==> src/rtl/spu_res_add_if.sv <==
// gbuf read/write port of the SPU residual-add stage.
// master = residual-add block, slave = gbuf.
interface spu_res_add_if #(
    parameter int ADDR_WIDTH = 12,
    parameter int DATA_WIDTH = 32
);
    logic                  add_gbuf_ren;
    logic [ADDR_WIDTH-1:0] add_gbuf_raddr;
    logic [DATA_WIDTH-1:0] add_gbuf_rdata;
    logic                  add_gbuf_wen;
    logic [ADDR_WIDTH-1:0] add_gbuf_waddr;
    logic [DATA_WIDTH-1:0] add_gbuf_wdata;

    modport master (
        output add_gbuf_ren, add_gbuf_raddr, add_gbuf_wen, add_gbuf_waddr, add_gbuf_wdata,
        input  add_gbuf_rdata
    );
    modport slave (
        input  add_gbuf_ren, add_gbuf_raddr, add_gbuf_wen, add_gbuf_waddr, add_gbuf_wdata,
        output add_gbuf_rdata
    );
endinterface

==> src/rtl/spu_res_add.sv <==
// SPU residual-add pre-stage: out = (A + B) >>> add_shift per int8 lane, row-aligned into gbuf.
// Define SPU_RES_ADD_SAT_EN to clamp lanes to int8; otherwise lanes wrap to their low 8 bits.

module spu_res_add_lane (
    input  logic [7:0] a,
    input  logic [7:0] b,
    input  logic [2:0] shift,
    output logic [7:0] y
);
    logic signed [8:0] sum;
    logic signed [8:0] shd;

    assign sum = $signed({a[7], a}) + $signed({b[7], b});
    assign shd = sum >>> shift;
`ifdef SPU_RES_ADD_SAT_EN
    always_comb begin
        if (shd > 9'sd127)       y = 8'h7f;
        else if (shd < -9'sd128) y = 8'h80;
        else                     y = shd[7:0];
    end
`else
    assign y = 8'(shd);
`endif
endmodule

module spu_res_add #(
    parameter int ADDR_WIDTH = 12,
    parameter int DATA_WIDTH = 32,
    parameter int RLATENCY   = 1
) (
    input  logic                  core_clk,
    input  logic                  rst_n,
    input  logic                  add_start,
    output logic                  add_end,
    input  logic [ADDR_WIDTH-1:0] spu_matrix_y,
    input  logic [ADDR_WIDTH-1:0] spu_matrix_x,
    input  logic [ADDR_WIDTH-1:0] a_base_addr,
    input  logic [ADDR_WIDTH-1:0] b_base_addr,
    input  logic [ADDR_WIDTH-1:0] om_base_addr,
    input  logic [ADDR_WIDTH-1:0] a_addr_align,
    input  logic [ADDR_WIDTH-1:0] b_addr_align,
    input  logic [ADDR_WIDTH-1:0] ofm_addr_align,
    input  logic [2:0]            add_shift,
    spu_res_add_if.master         gbuf
);
    localparam int NUM_LANES = DATA_WIDTH / 8;
    typedef logic [ADDR_WIDTH-1:0] addr_t;
    typedef enum logic [1:0] {IDLE, RUN, DRAIN, DONE} state_t;

    state_t                state_q, state_d;
    logic                  phase_q, phase_d;
    addr_t                 x_q, x_d, y_q, y_d;
    addr_t                 a_al_q, a_al_d, b_al_q, b_al_d, o_al_q, o_al_d;
    logic [2:0]            shift_q, shift_d;
    addr_t                 rc_q, rc_d, rr_q, rr_d, a_row_q, a_row_d, b_row_q, b_row_d;
    addr_t                 wc_q, wc_d, wr_q, wr_d, o_row_q, o_row_d;
    logic [RLATENCY-1:0]   vld_pipe_q, vld_pipe_d, tag_pipe_q, tag_pipe_d;
    logic [DATA_WIDTH-1:0] a_lat_q, a_lat_d, wdata_q, wdata_d;
    addr_t                 waddr_q, waddr_d;
    logic                  wen_q, wen_d, end_q, end_d;

    logic                          ren, fire_a, fire_b, rd_last, w_last;
    addr_t                         x_words;
    logic [NUM_LANES-1:0][7:0]     lane_y;

    for (genvar l = 0; l < NUM_LANES; l++) begin : g_lane
        spu_res_add_lane u_lane (
            .a     (a_lat_q[l*8 +: 8]),
            .b     (gbuf.add_gbuf_rdata[l*8 +: 8]),
            .shift (shift_q),
            .y     (lane_y[l])
        );
    end

    assign x_words = spu_matrix_x >> 2;
    assign ren     = (state_q == RUN);
    assign fire_a  = vld_pipe_q[RLATENCY-1] & ~tag_pipe_q[RLATENCY-1];
    assign fire_b  = vld_pipe_q[RLATENCY-1] &  tag_pipe_q[RLATENCY-1];
    assign rd_last = phase_q && (rr_q == y_q - addr_t'(1)) && (rc_q == x_q - addr_t'(1));
    assign w_last  = (wr_q == y_q - addr_t'(1)) && (wc_q == x_q - addr_t'(1));

    assign gbuf.add_gbuf_ren    = ren;
    assign gbuf.add_gbuf_raddr  = (phase_q ? b_row_q : a_row_q) + rc_q;
    assign gbuf.add_gbuf_wen    = wen_q;
    assign gbuf.add_gbuf_waddr  = waddr_q;
    assign gbuf.add_gbuf_wdata  = wdata_q;
    assign add_end              = end_q;

    always_comb begin
        state_d = state_q;  phase_d = phase_q;
        x_d = x_q;  y_d = y_q;  a_al_d = a_al_q;  b_al_d = b_al_q;  o_al_d = o_al_q;
        shift_d = shift_q;
        rc_d = rc_q;  rr_d = rr_q;  a_row_d = a_row_q;  b_row_d = b_row_q;
        wc_d = wc_q;  wr_d = wr_q;  o_row_d = o_row_q;
        a_lat_d = a_lat_q;  wdata_d = wdata_q;  waddr_d = waddr_q;
        wen_d = 1'b0;  end_d = 1'b0;
        // Tag travels with ren so a returning word is known to be A (0) or B (1).
        vld_pipe_d = RLATENCY'({vld_pipe_q, ren});
        tag_pipe_d = RLATENCY'({tag_pipe_q, phase_q});

        case (state_q)
            IDLE: if (add_start) begin
                x_d = x_words;  y_d = spu_matrix_y;
                a_al_d = a_addr_align;  b_al_d = b_addr_align;  o_al_d = ofm_addr_align;
                shift_d = add_shift;
                a_row_d = a_base_addr;  b_row_d = b_base_addr;  o_row_d = om_base_addr;
                rc_d = '0;  rr_d = '0;  wc_d = '0;  wr_d = '0;  phase_d = 1'b0;
                state_d = (x_words == '0 || spu_matrix_y == '0) ? DONE : RUN;
            end
            RUN: begin
                phase_d = ~phase_q;
                if (phase_q) begin
                    if (rc_q == x_q - addr_t'(1)) begin
                        rc_d = '0;
                        rr_d = rr_q + addr_t'(1);
                        a_row_d = a_row_q + a_al_q;
                        b_row_d = b_row_q + b_al_q;
                    end else begin
                        rc_d = rc_q + addr_t'(1);
                    end
                end
                if (rd_last) state_d = DRAIN;
            end
            DRAIN: if (fire_b && w_last) state_d = DONE;
            DONE: begin
                end_d   = 1'b1;
                state_d = IDLE;
            end
            default: state_d = IDLE;
        endcase

        if (fire_a) a_lat_d = gbuf.add_gbuf_rdata;
        if (fire_b) begin
            wen_d   = 1'b1;
            wdata_d = lane_y;
            waddr_d = o_row_q + wc_q;
            if (wc_q == x_q - addr_t'(1)) begin
                wc_d = '0;
                wr_d = wr_q + addr_t'(1);
                o_row_d = o_row_q + o_al_q;
            end else begin
                wc_d = wc_q + addr_t'(1);
            end
        end
    end

    always_ff @(posedge core_clk or negedge rst_n) begin
        if (!rst_n) begin
            state_q <= IDLE;  phase_q <= 1'b0;
            x_q <= '0;  y_q <= '0;  a_al_q <= '0;  b_al_q <= '0;  o_al_q <= '0;
            shift_q <= '0;
            rc_q <= '0;  rr_q <= '0;  a_row_q <= '0;  b_row_q <= '0;
            wc_q <= '0;  wr_q <= '0;  o_row_q <= '0;
            vld_pipe_q <= '0;  tag_pipe_q <= '0;
            a_lat_q <= '0;  wdata_q <= '0;  waddr_q <= '0;
            wen_q <= 1'b0;  end_q <= 1'b0;
        end else begin
            state_q <= state_d;  phase_q <= phase_d;
            x_q <= x_d;  y_q <= y_d;  a_al_q <= a_al_d;  b_al_q <= b_al_d;  o_al_q <= o_al_d;
            shift_q <= shift_d;
            rc_q <= rc_d;  rr_q <= rr_d;  a_row_q <= a_row_d;  b_row_q <= b_row_d;
            wc_q <= wc_d;  wr_q <= wr_d;  o_row_q <= o_row_d;
            vld_pipe_q <= vld_pipe_d;  tag_pipe_q <= tag_pipe_d;
            a_lat_q <= a_lat_d;  wdata_q <= wdata_d;  waddr_q <= waddr_d;
            wen_q <= wen_d;  end_q <= end_d;
        end
    end
endmodule

==> src/flat_wrapper.sv <==
// flat-port wrapper written by rule: the top's interface ports become plain ports
module spu_res_add_flat 
#(
    parameter int ADDR_WIDTH = 12,
    parameter int DATA_WIDTH = 32,
    parameter int RLATENCY   = 1
)
  (core_clk, rst_n, add_start, add_end, spu_matrix_y, spu_matrix_x, a_base_addr, b_base_addr, om_base_addr, a_addr_align, b_addr_align, ofm_addr_align, add_shift, gbuf_add_gbuf_ren, gbuf_add_gbuf_raddr, gbuf_add_gbuf_wen, gbuf_add_gbuf_waddr, gbuf_add_gbuf_wdata, gbuf_add_gbuf_rdata);
  spu_res_add_if #(.ADDR_WIDTH(ADDR_WIDTH), .DATA_WIDTH(DATA_WIDTH)) gbuf_i ();
  input  logic core_clk;
  input  logic rst_n;
  input  logic add_start;
  output logic add_end;
  input  logic [ADDR_WIDTH-1:0] spu_matrix_y;
  input  logic [ADDR_WIDTH-1:0] spu_matrix_x;
  input  logic [ADDR_WIDTH-1:0] a_base_addr;
  input  logic [ADDR_WIDTH-1:0] b_base_addr;
  input  logic [ADDR_WIDTH-1:0] om_base_addr;
  input  logic [ADDR_WIDTH-1:0] a_addr_align;
  input  logic [ADDR_WIDTH-1:0] b_addr_align;
  input  logic [ADDR_WIDTH-1:0] ofm_addr_align;
  input  logic [2:0] add_shift;
  output wire logic [$bits(gbuf_i.add_gbuf_ren)-1:0] gbuf_add_gbuf_ren;
  output wire logic [$bits(gbuf_i.add_gbuf_raddr)-1:0] gbuf_add_gbuf_raddr;
  output wire logic [$bits(gbuf_i.add_gbuf_wen)-1:0] gbuf_add_gbuf_wen;
  output wire logic [$bits(gbuf_i.add_gbuf_waddr)-1:0] gbuf_add_gbuf_waddr;
  output wire logic [$bits(gbuf_i.add_gbuf_wdata)-1:0] gbuf_add_gbuf_wdata;
  input wire logic [$bits(gbuf_i.add_gbuf_rdata)-1:0] gbuf_add_gbuf_rdata;
  assign gbuf_add_gbuf_ren = gbuf_i.add_gbuf_ren;
  assign gbuf_add_gbuf_raddr = gbuf_i.add_gbuf_raddr;
  assign gbuf_add_gbuf_wen = gbuf_i.add_gbuf_wen;
  assign gbuf_add_gbuf_waddr = gbuf_i.add_gbuf_waddr;
  assign gbuf_add_gbuf_wdata = gbuf_i.add_gbuf_wdata;
  assign gbuf_i.add_gbuf_rdata = gbuf_add_gbuf_rdata;
  spu_res_add #(.ADDR_WIDTH(ADDR_WIDTH), .DATA_WIDTH(DATA_WIDTH), .RLATENCY(RLATENCY)) u_core (.core_clk(core_clk), .rst_n(rst_n), .add_start(add_start), .add_end(add_end), .spu_matrix_y(spu_matrix_y), .spu_matrix_x(spu_matrix_x), .a_base_addr(a_base_addr), .b_base_addr(b_base_addr), .om_base_addr(om_base_addr), .a_addr_align(a_addr_align), .b_addr_align(b_addr_align), .ofm_addr_align(ofm_addr_align), .add_shift(add_shift), .gbuf(gbuf_i));
endmodule
==> config.mk <==
export PLATFORM = sky130hd
export DESIGN_NAME = spu_res_add_flat
export DESIGN_NICKNAME = d
export VERILOG_FILES = /design/src/rtl/spu_res_add_if.sv /design/src/rtl/spu_res_add.sv /design/src/flat_wrapper.sv
export SDC_FILE = /design/constraint.sdc
export NUM_CORES = 1
export LEC_CHECK = 0
export CAP_MARGIN = 20
export CORE_MARGIN = 4
export CORE_UTILIZATION = 25
export CTS_CLUSTER_SIZE = 28
export DETAILED_ROUTE_END_ITERATION = 8
export PLACE_DENSITY = 0.45
export SLEW_MARGIN = 20
export SYNTH_ARGS = -nofsm -noshare
export SYNTH_HDL_FRONTEND = slang
export SYNTH_HIERARCHICAL = 1
export SYNTH_SLANG_ARGS = --single-unit
==> constraint.sdc <==
create_clock -name core_clk -period 6.8 [get_ports core_clk]
set_input_delay 0.68 -clock core_clk [delete_from_list [all_inputs] [get_ports core_clk]]
set_output_delay 0.68 -clock core_clk [all_outputs]
set_load 0.02 [all_outputs]
# --- Word level (Yosys, flattened, before mapping) ---
# Cells that the tools add are included.
op_classes:
  shift: 4
  n_addsub: 15
  bitwise_logic: 4
  eq_ne: 12
  reduce_logical: 17
  muxes: 36
op_table:
  columns: ["op", "n"]
  rows:
  - ["$mux 12", 23]
  - ["$pmux 12 s2", 4]
  - ["$add 12x12->12", 5]
  - ["$add 12x1->12 const B", 4]
  - ["$eq 12x12->1", 4]
  - ["$add 8x8->9", 4]
  - ["$sshr 9x3->8", 4]
  - ["$logic_not 12->1", 2]
  - ["$sub 12x1->12 const B", 1]
  - ["$sub 10x1->11 const B", 1]
  - ["$mux 2", 4]
  - ["$pmux 2 s4", 1]
  - ["$ne 2x2->1 const B", 3]
  - ["$reduce_and 2->1", 3]
  - ["$reduce_and 3->1", 2]
  - ["$reduce_bool 2->1", 3]
  - ["$eq 2x2->1 const B", 2]
  - ["$logic_and 1x1->1", 4]
  - ["$ne 2x1->1 const B", 2]
  - ["$reduce_and 4->1", 1]
  - ["$mux 1", 3]
  - ["$and 1x1->1", 2]
  - ["$eq 2x1->1 const B", 1]
  - ["$logic_not 2->1", 1]
  - ["3 further kinds", 4]
totals:
  output_inout_bits: 59
  reg_bits: 228
  in_bits: 134

# --- Depth between registers and ports, before layout ---
depth:
  ltp_word: 6
  mapped_depth: 14

# --- Modules after synthesis ---
# The synthesis kept the hierarchy.
by_module_without_submodules:
  columns: ["mod", "n_inst", "cells_per_inst", "area_each_um2", "seq_area_each_um2"]
  rows:
  - ["spu_res_add", 1, 1398, 13436.6, 5705.5]
  - ["spu_res_add_lane", 4, 121, 888.4, 0.0]

# --- Worst setup path before layout ---
# OpenSTA, ideal clock, no wires.
synth_path:
  path_kind: "register to output"
  startpoint: "reg u_core.phase_q"
  endpoint: "out gbuf_add_gbuf_raddr[10]"
  t_required_ns: 6.120
  arrival_time_ns: 3.350
  slack_ns: 2.770
  path_stages_with_launch: 14
  path_cell_list: "dfrtp_1 > clkbuf_1 > clkbuf_1 > mux2_2 > ha_1 > inv_1 > fa_1 > nor2b_1 > o21ai_0 > a21boi_0 > o21ai_0 > a21oi_1 > o21ai_0 > o311ai_0"
synth_via:
  elab_chain_len: 2
synth_rtl:
  columns: ["element", "line", "rtl"]
  rows:
  - ["from (decl)", "spu_res_add.sv:51", "logic phase_q, phase_d;"]
  - ["from (signal assigned)", "spu_res_add.sv:158", "state_q <= state_d; phase_q <= phase_d;"]
  - ["$mux 12", "spu_res_add.sv:83", "assign gbuf.add_gbuf_raddr = (phase_q ? b_row_q : a_row_q) + rc_q;"]
  - ["$add 12x12->12", "spu_res_add.sv:83", null]
  - ["to (decl)", "flat_wrapper.sv:24", "output wire logic [$bits(gbuf_i.add_gbuf_raddr)-1:0] gbuf_add_gbuf_raddr;"]
# Every way passes these cells.

# --- Worst setup path in the final report ---
# Same ends and word-level chain as after synthesis.

==> results.py <==
metrics = {
    "sta": {
        "period_share": 0.748,
        "hold_ws_ns": 0.0717,
        "finalHoldViolCount": 0,
        "min_period_ns": 5.09,
        "timing.fmax_mhz": 197,
        "finClkSkew_ns": 0.0162,
        "setup_viol": 0,
        "rsz0062_at_grt": "no",
        "setup_tns_ns": 0,
        "tightest_slew_ns": 0.968,
        "slew_violations": 0,
        "max_slew_margin": 0.355,
    },
    "grt": {
        "track_usage": 0.137,
        "globalRouteOverflowTotal": 0,
        "grt_pass1_wl_um": 79900,
        "grt_pass1_vias": 14200,
        "grt_max_degree": 158,
        "antenna_found_initial": 5,
    },
    "clocking": {
        "cts.sinks": 228,
        "cts_setup_buffers": 0,
        "clk_latency_ns": 0.58,
        "cts_resized": 0,
        "numCtsBuffers": 31,
        "h-tree-depth": 1,
        "path_clk_slew_ns": 0.06,
        "clockBufferDepth": 3,
        "ctsHoldBuffers": 0,
        "clockRootBuffer": "clkbuf_16",
        "cts_tree": "yes",
    },
    "drt": {
        "vias": 14400,
        "drc": 0,
        "wl_per_cell_um": 17.5,
        "ant_nets": 0,
        "wirelength_um": 50900,
        "first_pass_iters": 5,
        "viasPerCell": 4.93,
        "drt_iter0_drc": 782,
    },
    "floorplan": {
        "dieArea_um2": 72200,
        "rows": 95,
        "die_h_um": 269,
        "dieWidth_um": 269,
        "core_um2": 67300,
        "initial_utilization": 0.253,
        "pin_count": 193,
    },
    "final_layout": {
        "fin_nets": 2252,
        "layout_commonest_cell": "nand2_1",
        "area_growth_syn_to_layout_pct": 22.8,
        "drive_gt1_frac": 0.119,
        "mostFrequentLayoutCells": "243 x nand2_1, 226 x dfrtp_1, 189 x clkdlybuf4s50_1, 138 x o21ai_0, 123 x nor2_1",
        "layout.cells.non_filler": 2911,
        "fin_area_um2": 20900,
    },
    "synthesis": {
        "postSynth.asyncResetShare": 1.00,
        "synth_compound_area_frac": 0.190,
        "ys.flop_type": "dfrtp_1",
        "synth-edff-count": 0,
        "synth_fa_ha_area_frac": 0.0820,
        "syn_inst": 1882,
        "synth_area_leaders": "dfrtp_1 34%, mux2_2 7.2%, ha_1 7.1%",
        "syn_area_um2": 17000,
        "synth_xor_area_frac": 0.0664,
        "synth.distinct_cells": 86,
        "ys_ff_latch": 228,
        "syn-num-nets": 2122,
        "synthMuxAreaShare": 0.102,
        "synthSimpleGateAreaFrac": 0.180,
        "yosysTopAreaCell": "dfrtp_1",
        "yosysWarnings": 6,
        "yosysSeqAreaShare": 0.336,
        "syn_area_per_cell_um2": 9.03,
        "synth_top_area_share": 0.336,
        "synth_top_family_by_area": "compound AO/OA/AOI/OAI gates",
    },
    "job": {
        "drv_cap": 0,
    },
    "place": {
        "gp_congestion": 0.830,
        "dp.cells": 2851,
        "port_buffers": 190,
        "hpwl_um": 37200,
        "dpl_cell_area_um2": 19600,
    },
    "pwr": {
        "vdd_drop_max_mv": 0.226,
        "powerDensity_nw_per_um2": 518,
        "total_leakage_power_nw": 8.72,
    },
    "worst_setup_path": {
        "worstPathMaxFanout": 18,
        "crit_type": "flop to output port",
        "cp-end-kind": "output port",
        "critPathArrivalTime_ns": 4.41,
        "crit_required_ns": 6.12,
        "reg2reg_slack_ns": 2.79,
        "worstSetupStartpointType": "flop",
    },
    "hold_path": {
        "min_path_type": "input port to asynchronous set/reset pin",
    },
    "run_status": {
        "status": "finished clean",
    },
}
## cell usage after synthesis, types with 9 or more instances
master / number
o21ai_0: 138
and3_1: 21
nand3_1: 51
o31a_1: 14
buf_2: 18
o311ai_0: 14
nor2_1: 123
xnor2_1: 67
nand2b_1: 28
inv_1: 66
a21o_1: 25
a21boi_0: 12
buf_6: 10
o21ai_1: 10
mux2_2: 108
clkbuf_1: 60
ha_1: 97
a211oi_1: 14
nand2_1: 245
or3_1: 12
nand4_1: 16
o211ai_1: 11
a31oi_1: 15
dfrtp_1: 228
mux2i_1: 33
o31ai_1: 19
xor2_1: 49
buf_1: 12
nor4_1: 14
a21oi_1: 95
nor2b_1: 29
nor3_1: 41
a21oi_2: 9
fa_1: 9
## logic make-up (layout without fill, tap and decap cells)
family	Yosys count	after routing
flip-flops	228	228
multiplexers	149	149
AND/OR/NAND/NOR	633	633
XOR/XNOR	121	121
adder cells (fa/ha/maj)	106	106
AO/OA/AOI/OAI	473	473
buffers and inverters	172	326
other	0	2
## power by group
group          internal (mW)  switching (mW)  total (mW)
Combinational           2.83            3.48        6.31
Sequential              1.92           0.640        2.56
Clock                   1.28           0.654        1.93
Total                   6.03            4.77        10.8
## per-layer routing
metal  wire length, um  vias to the layer above  GRT usage
li1                  -                     7069          -
met1             22900                     6929      0.179
met2             24100                      291      0.235
met3              2540                       66     0.0257
met4              1340                        4     0.0335
met5                27                        -          0
## registers in the layout (all words and copies together), names as in the netlist, 3 cells and up
name / cells
u_core/a_al_q: 12
u_core/gbuf.add_gbuf_waddr: 12
u_core/o_al_q: 12
u_core/wc_q: 12
u_core/rc_q: 12
u_core/rr_q: 12
u_core/gbuf.add_gbuf_wdata: 32
u_core/wr_q: 12
u_core/o_row_q: 12
u_core/a_row_q: 12
u_core/x_q: 10
u_core/y_q: 12
u_core/shift_q: 3
u_core/b_al_q: 12
u_core/a_lat_q: 32
u_core/b_row_q: 12
## final timing paths
check | startpoint | end | depth (start not counted)
setup reg to reg | u_core/x_q[0] | u_core/o_row_q[11] | 10
hold / removal | rst_n | u_core/a_lat_q[20] | 1
hold reg to reg | u_core/gbuf.add_gbuf_wdata[23] | u_core/gbuf.add_gbuf_wdata[23] | 2
max in group asynchronous | rst_n | u_core/a_row_q[7] | 3
min in group core_clk | u_core/gbuf.add_gbuf_wdata[23] | u_core/gbuf.add_gbuf_wdata[23] | 2
setup / recovery | u_core/phase_q | gbuf_add_gbuf_raddr[10] | 12
## final cells by class
cell class,count,area [um2]
clock inverter,15,307
fill,7041,46400
antenna,2,5.00
inverter,68,255
multi-input combinational,1482,10600
timing repair buffer,201,2020
clock buffer,42,917
sequential,228,5710
tap,873,1090
## stage by stage
stage / utilization / worst slack, ns / power (mW)
global placement: 0.291 / 2.22 / 8.84
global route: 0.310 / 1.30 / 11.8
floorplan: - / 2.77 / 7.21
finish: 0.310 / 1.71 / 10.8
CTS: 0.310 / 1.61 / 11.0
detailed placement: 0.291 / 2.30 / 8.93
## worst max-delay path, cell delays in order, from the launching register on
cell	delay, ns
dfrtp_1	0.84
mux2_2	0.30
ha_1	0.16
inv_1	0.06
fa_1	0.40
nor2b_1	0.13
o21ai_0	0.10
a21boi_0	0.24
o21ai_0	0.15
a21oi_1	0.20
o21ai_0	0.13
o311ai_0	0.42
clkdlybuf4s50_1	0.70
No activity file was read; power rests on OpenSTA's default activity.
